===== config.mk =====
export PLATFORM = sky130hd
export DESIGN_NAME = rst_seq_ctrl
export DESIGN_NICKNAME = d
export VERILOG_FILES = /design/src/rtl/rst_seq_ctrl.sv
export SDC_FILE = /design/constraint.sdc
export NUM_CORES = 1
export LEC_CHECK = 0
export ABC_AREA = 1
export BUFFER_PORTS_ARGS = -buffer_cell sky130_fd_sc_hd__buf_2
export CAP_MARGIN = 0
export CORE_UTILIZATION = 45
export CTS_CLUSTER_SIZE = 16
export DETAILED_ROUTE_END_ITERATION = 8
export PLACE_DENSITY_LB_ADDON = 0.3
export SYNTH_ARGS = -nofsm -noshare
export SYNTH_HDL_FRONTEND = slang
export SYNTH_SLANG_ARGS = --single-unit
export TNS_END_PERCENT = 1

===== constraint.sdc =====
create_clock -name clk -period 1.35 [get_ports clk]
set_clock_uncertainty 0.05 [all_clocks]
set_input_delay 0.2025 -clock clk [delete_from_list [all_inputs] [get_ports clk]]
set_output_delay 0.2025 -clock clk [all_outputs]
set_load 0.01 [all_outputs]

===== src/rtl/rst_seq_ctrl.sv =====
// rst_seq_ctrl: staggered reset/preset sequencer (clk, reset_n, soft_req, preset_req -> reset_n_out, set_n_out, busy, soft_ack)
module rst_seq_ctrl #(
  parameter int N_DOM       = 4,
  parameter int SYNC_STAGES = 2,
  parameter int GAP         = 8,
  parameter int HOLD        = 4,
  parameter int CNT_W       = 5
) (
  input  logic             clk,
  input  logic             reset_n,
  input  logic             soft_req,
  input  logic             preset_req,
  output logic [N_DOM-1:0] reset_n_out,
  output logic [N_DOM-1:0] set_n_out,
  output logic             busy,
  output logic             soft_ack
);
  typedef enum logic [2:0] {RESET, RELEASE, RUN, SOFT_HOLD, PRESET_HOLD} state_t;
  state_t                 state_q, state_d;
  logic [SYNC_STAGES-1:0] sync_q, sync_d;
  logic [CNT_W-1:0]       cnt_q, cnt_d;
  logic [N_DOM-1:0]       rst_q, rst_d, set_q, set_d;
  logic                   busy_q, busy_d, ack_q, ack_d, soft_q, soft_d;
  localparam logic [N_DOM-1:0] FIRST = N_DOM'(1);
  always_comb begin
    sync_d  = {sync_q[SYNC_STAGES-2:0], 1'b1};
    state_d = state_q;
    cnt_d   = '0;
    rst_d   = rst_q;
    set_d   = '1;
    ack_d   = 1'b0;
    soft_d  = soft_q;
    case (state_q)
      RESET:
        if (sync_q[SYNC_STAGES-1]) begin
          state_d = RELEASE;
          rst_d   = FIRST;
        end
      RELEASE:
        if (&rst_q) begin
          state_d = RUN;
          ack_d   = soft_q;
          soft_d  = 1'b0;
        end else if (cnt_q == CNT_W'(GAP - 1)) rst_d = {rst_q[N_DOM-2:0], 1'b1};
        else cnt_d = cnt_q + 1'b1;
      RUN:
        if (soft_req) begin
          state_d = SOFT_HOLD;
          rst_d   = '0;
          soft_d  = 1'b1;
        end else if (preset_req) begin
          state_d = PRESET_HOLD;
          set_d   = '0;
        end
      SOFT_HOLD:
        if (cnt_q == CNT_W'(HOLD - 1)) begin
          state_d = RELEASE;
          rst_d   = FIRST;
        end else cnt_d = cnt_q + 1'b1;
      PRESET_HOLD:
        if (cnt_q == CNT_W'(HOLD - 1)) state_d = RUN;
        else begin
          cnt_d = cnt_q + 1'b1;
          set_d = '0;
        end
      default: state_d = RESET;
    endcase
    busy_d = state_d != RUN;
  end
  always_ff @(posedge clk or negedge reset_n)
    if (!reset_n) begin
      sync_q  <= '0;
      state_q <= RESET;
      cnt_q   <= '0;
      rst_q   <= '0;
      set_q   <= '1;
      busy_q  <= 1'b1;
      ack_q   <= 1'b0;
      soft_q  <= 1'b0;
    end else begin
      sync_q  <= sync_d;
      state_q <= state_d;
      cnt_q   <= cnt_d;
      rst_q   <= rst_d;
      set_q   <= set_d;
      busy_q  <= busy_d;
      ack_q   <= ack_d;
      soft_q  <= soft_d;
    end
  assign reset_n_out = rst_q;
  assign set_n_out   = set_q;
  assign busy        = busy_q;
  assign soft_ack    = ack_q;
endmodule


==> impl_metrics.tcl, run 1 <==
set metrics [dict create \
    status "finished with violations" \
    violations "negative setup slack" \
    core_um2 1780 \
    synth_commonest_cells "nand2_1, dfrtp_1, nor2_1" \
    placed_cells 148 \
    worstSetupStartpointType "flip-flop" \
    fin_total_pwr_w 0.00210 \
    syn_inst 110 \
    worstSetupPathType "reg2reg" \
    slowest_stage "dfrtp_1" \
    power_leakage_nw 0.552 \
    hold_violations 0 \
    synth_area_um2 878 \
    synth_ff_type "dfrtp_1" \
    cap_viol_max_count 0 \
    wl_per_cell_um 10.2 \
    drtAntennaViolNets 0 \
    crit_top_cell "nand2_1" \
    synth.top_cell.area_share_pct 45.6 \
    hpwlAfterDp_um 1240 \
    die-area_um2 2130 \
    async_flop_share_pct 100 \
    multiInputGateArea_um2 382 \
    synth.largest_area_cell "dfrtp_1" \
    drive_gt1_share_pct 31.0 \
    timing.hold.ws_ps 158 \
    syn_area_per_cell_um2 7.98 \
    drt_iter0_drc 29 \
    crit_buf_inv 2 \
    num_rows 15 \
    crit_required_ps 1480 \
    grt_use_total_pct 17.4 \
    synth_area_leaders "dfrtp_1, nand2_1, nor2_1" \
    power_density_nw_per_um2 1990 \
    die_y_um 46.2 \
    worstSetupEndpointType "flip-flop" \
    crit_fanout 6 \
    drcViolationCount 0 \
    clk_latency_ps 280 \
    nets 136 \
    cts_tree "done" \
    grt_max_degree 19 \
    drt_pass1_iterations 4 \
    ff_latch_area_um2 453 \
    hold_path_class "in2reg" \
    grt_first_pass_wirelength_um 2590 \
    yosysMostFrequentCell "nand2_1" \
    globalplace.congestion 0.861 \
    final_util_pct 59.4 \
    synth_edf_count 0 \
    period_needed_ps 1420 \
    slew_viol_final 0 \
    arrival_ps 1550 \
    ys_ff_latch 18 \
    cts.clk_slew.worst_paths_ps 90 \
    port_buffers 13 \
    drt_wl_total_um 1570 \
    antenna_found_initial 0 \
    num_antenna_cells 0 \
    clock.fmax_mhz 703 \
    grt_remaining_overflow 0 \
    cts.sink_count 18 \
    wl_met1_um 758 \
    clock_path_buffers 2 \
    initial_core_util_pct 49.3 \
    rsz0062_at_grt "yes" \
    io_pins 14 \
    h-tree-depth 1 \
    cts_buffers 3 \
    die_w_um 46.2 \
    route.met2.wl_um 727 \
    worstPathCellList "ha_2, buf_6, nand3b_1, nand2_1, nand2_1, inv_2, nand2_4, nand2_1, nand2_1" \
    ir_drop_mv 0.998 \
    route.met3.wl_um 70 \
    setup_viol 4 \
    syn_to_final_growth_pct 20.5 \
    synth_cell_types 22 \
    cts_root_buffer "clkbuf_4" \
    slowest_delay_ps 360 \
    nFillCells 158 \
    vias_per_cell 4.79 \
    final_cells 154 \
    grt_pass1_vias 647 \
    cp_top_family "simple AND/OR/NAND/NOR gates" \
    yosys_warnings 0 \
    finalCritPeriodShare_pct 105 \
    setup_slack_ps -72.7 \
    num_vias 737 \
    seq_area_frac_synth_pct 51.6 \
    topRoutingLayerUsed "met4" \
    synth_nets 115 \
]
-- metrics by stage --
step           setup TNS, ps  worst slack, ps  area (µm²)
2_1_floorplan              0             77.8         878
3_5_place_dp           -91.6            -33.1         975
5_1_grt                 -942             -175        1060
3_3_place_gp               0             10.9         975
4_1_cts                 -142            -44.5        1020
6_report                -274            -72.7        1060
-- final timing paths --
check	start	to	slack, ps	cells after the start
hold reg to reg	sync_q[0]	sync_q[1]	310	0
min in group asynchronous	reset_n	state_q[1]	320	2
max in group asynchronous	reset_n	set_n_out[2]	610	2
setup reg to reg	cnt_q[0]	reset_n_out[2]	-70	9
hold / removal	preset_req	state_q[2]	160	3
setup / recovery	cnt_q[0]	reset_n_out[2]	-70	9
-- worst reg2reg max path, cell delays in order, from the launching register on --
cell	delay, ps
dfrtp_1	360
ha_2	200
buf_6	100
nand3b_1	130
nand2_1	100
nand2_1	60
inv_2	120
nand2_4	80
nand2_1	60
nand2_1	40
-- what timing repair did --
item / CTS / global route
hold buffers: 1 / 0
setup buffers: 1 / 1
resized for setup: 3 / 9
setup endpoints to repair: 4 / 10
hold endpoints to repair: 16 / 0
pin swaps: 3 / 7
-- state kept, by name, summed over array words and instances, names as in the netlist --
register	flops
reset_n_out	4
busy	1
cnt_q	5
set_n_out	1
sync_q	2
soft_q	1
state_q	3
soft_ack	1
-- power by group --
group,switching [W],internal [W]
clock network,0.000146,0.000103
registers,0.000130,0.000697
logic,0.000600,0.000424
-- final cells by class --
type / instances / area share [%]
inverters: 14 / 5.08
repair buffers: 19 / 11.0
clock buffers: 3 / 2.13
flip-flops and latches: 18 / 42.8
well taps: 25 / 2.96
multi-input cells: 75 / 36.1
-- cell usage in the layout (no fill, tap or decap), types with 2 or more instances in the layout --
| cell type | instances |
|---|---|
| a21oi_1 | 3 |
| buf_2 | 13 |
| buf_4 | 4 |
| clkbuf_4 | 3 |
| dfrtp_1 | 16 |
| dfstp_2 | 2 |
| inv_1 | 11 |
| inv_2 | 2 |
| nand2_1 | 22 |
| nand2_2 | 7 |
| nand3_1 | 11 |
| nor2_1 | 16 |
| nor2_2 | 2 |
| o21ai_0 | 3 |
-- metal layers --
metal  track usage [%]  up-vias
li1                  -      378
met1              23.8      335
met2              27.6       20
met3              3.53        4
met4              5.29        0
met5                 0        -
-- kinds of logic (layout without fill, tap and decap cells) --
kind of cell | count (synthesis) | after routing | share of synthesized area [%]
simple gates | 63 | 63 | 31.5
flops | 18 | 18 | 51.6
buf+inv | 17 | 36 | 8.55
compound gates | 8 | 8 | 4.56
xor+xnor | 2 | 2 | 1.99
fa+ha+maj | 1 | 1 | 1.42
other cells | 1 | 1 | 0.427
Power figures use the tool's default switching activity.
==> run 2: changes to the inputs <==
CELL_PAD_IN_SITES_DETAIL_PLACEMENT = 1   (was not set)
CELL_PAD_IN_SITES_GLOBAL_PLACEMENT = 2   (was not set)
CORE_UTILIZATION = 28   (was 45)
==> run 2 against run 1 <==
Net effect:
- the flow finishes with violations (design-rule violations, negative setup slack)
- hold slack improved by 18 ps
- first-iteration DRC count fell by 41%
- maximum frequency rose by 2.7%
- worst setup slack improved by 38 ps
- clock-buffer cell count rose by 1
- global-route usage fell by 3.0 points
- critical endpoint is now reset_n_out[0]
- largest cell class unchanged
==> impl_metrics.tcl, run 2 (synthesis gave the netlist of run 1 again) <==
set metrics [dict create \
    nets 140 \
    cap_viol_max_count 0 \
    wl_per_cell_um 12.9 \
    ir_drop_mv 0.792 \
    cts_tree "done" \
    num_rows 19 \
    clk_latency_ps 300 \
    slew_viol_final 0 \
    setup_viol 5 \
    power_density_nw_per_um2 2070 \
    largest-register "cnt_q" \
    top_usage_layer "met2" \
    die_y_um 58.0 \
    clkPwrFrac_pct 13.9 \
    reg2reg_from "cnt_q[1]" \
    min_from "preset_req" \
    final_util_pct 40.6 \
    r2r-end "reset_n_out[0]" \
    grt_remaining_overflow 0 \
    seqPwrFrac_pct 35.7 \
    drt_wl_total_um 2130 \
    placed_area_um2 990 \
    arrival_ps 1530 \
    cts.clk_slew.worst_paths_ps 110 \
    switching_share_pct 42.5 \
    crit_required_ps 1490 \
    hold_path_end "state_q[2]" \
    power_leakage_nw 0.612 \
    hold_violations 0 \
    power.switching_w 0.00102 \
    grt_use_met1_pct 18.9 \
    finalCritPeriodShare_pct 103 \
    globalplace.congestion 0.808 \
    violations "design-rule violations, negative setup slack" \
    antenna_found_initial 0 \
    io_pins 14 \
    period_needed_ps 1380 \
    grt_max_degree 19 \
    num_vias 767 \
    mostFrequentLayoutCells "nand2_1, dfrtp_1, nor2_1, buf_2, inv_1" \
    core_um2 2850 \
    r2r.worst_path.cells 10 \
    setup_slack_ps -34.7 \
    cts.sink_count 18 \
    met3_usage_pct 4.69 \
    status "finished with violations" \
    cts_root_buffer "clkbuf_4" \
    worstSetupPathType "reg2reg" \
    num_antenna_cells 0 \
    globalRouteMet2Util_pct 23.8 \
    grt_first_pass_wirelength_um 3560 \
    r2r_slack_ps -30 \
    clock_path_buffers 2 \
    vias_per_cell 4.65 \
    final_cells 165 \
    drcViolationCount 2 \
    grt_use_total_pct 14.4 \
    die_w_um 58.0 \
    initial_core_util_pct 30.8 \
    drive_gt1_share_pct 38.8 \
    largest_register_ffs 5 \
    drt_iter0_drc 17 \
    die-area_um2 3370 \
    h-tree-depth 1 \
    p_int_w 0.00138 \
    hold_path_class "in2reg" \
    drt_pass1_iterations 6 \
    crit_fanout 5 \
    cts_buffers 3 \
    rsz0062_at_grt "yes" \
    final_area_um2 1160 \
    worstSetupEndpointType "flip-flop" \
    drtAntennaViolNets 0 \
    tns_ps -113 \
    syn_to_final_growth_pct 31.8 \
    grt_pass1_vias 777 \
    clock.fmax_mhz 722 \
    hpwlAfterDp_um 1580 \
    min_path_cells 3 \
    port_buffers 13 \
    placed_cells 155 \
    worstSetupStartpointType "flip-flop" \
    mostFrequentLayoutCell "nand2_1" \
    p_comb_share_pct 50.4 \
]
[run 2: worst max-delay path by stage]
stage                                end      from
after CTS                 reset_n_out[0]  cnt_q[1]
after global placement    reset_n_out[0]  cnt_q[3]
after floorplan           reset_n_out[1]  cnt_q[0]
after detailed placement  reset_n_out[0]  cnt_q[3]
final                     reset_n_out[0]  cnt_q[1]
after global routing      reset_n_out[1]  cnt_q[1]
[run 2: power by group through the flow]
stage               clock network, W  logic (W)  registers [W]
floorplan                          0   0.000614       0.000834
global placement                   0   0.000938       0.000825
detailed placement                 0   0.000941       0.000832
CTS                         0.000349    0.00105       0.000826
global route                0.000373    0.00138       0.000875
finish                      0.000334    0.00121       0.000855
[run 2: metrics by stage]
stage	worst slack [ps]	hold WS, ps	total power, W
6_report	-34.7	177	0.00240
5_1_grt	-136	160	0.00263
2_1_floorplan	77.8	-143	0.00145
4_1_cts	-52.6	168	0.00223
3_5_place_dp	-47.3	114	0.00177
3_3_place_gp	-33.8	107	0.00176
[run 2: cell type report]
class / count / area (µm²)
Inverter: 14 / 53.8
Fill cell: 343 / 1700
Clock buffer: 4 / 36.3
Timing Repair Buffer: 23 / 146
Sequential cell: 18 / 453
Tap cell: 31 / 38.8
Multi-Input combinational cell: 75 / 429
[run 2: critical path: stages (launching register included)]
cell	delay [ps]
dfrtp_1	420
ha_4	170
nand2_2	50
clkinv_2	60
nand2_2	60
nand2_2	70
nand2_2	60
nor2_4	150
nand2_4	80
nand2_2	70
nand2_2	40
[run 2: what timing repair did]
| action | in CTS | in global routing |
|---|---|---|
| pin swaps | 4 | 5 |
| hold endpoints to repair | 16 | 0 |
| hold buffers | 1 | 0 |
| gates resized for setup | 7 | 16 |
| setup endpoints to repair | 4 | 14 |
| buffers inserted | 4 | 1 |
[run 2: routing by layer]
| layer | part of all wire [%] | routed length (µm) |
|---|---|---|
| met5 | 0 | 0 |
| met4 | 0.61 | 13 |
| met3 | 4.0 | 85 |
| met2 | 47 | 990 |
| met1 | 49 | 1040 |
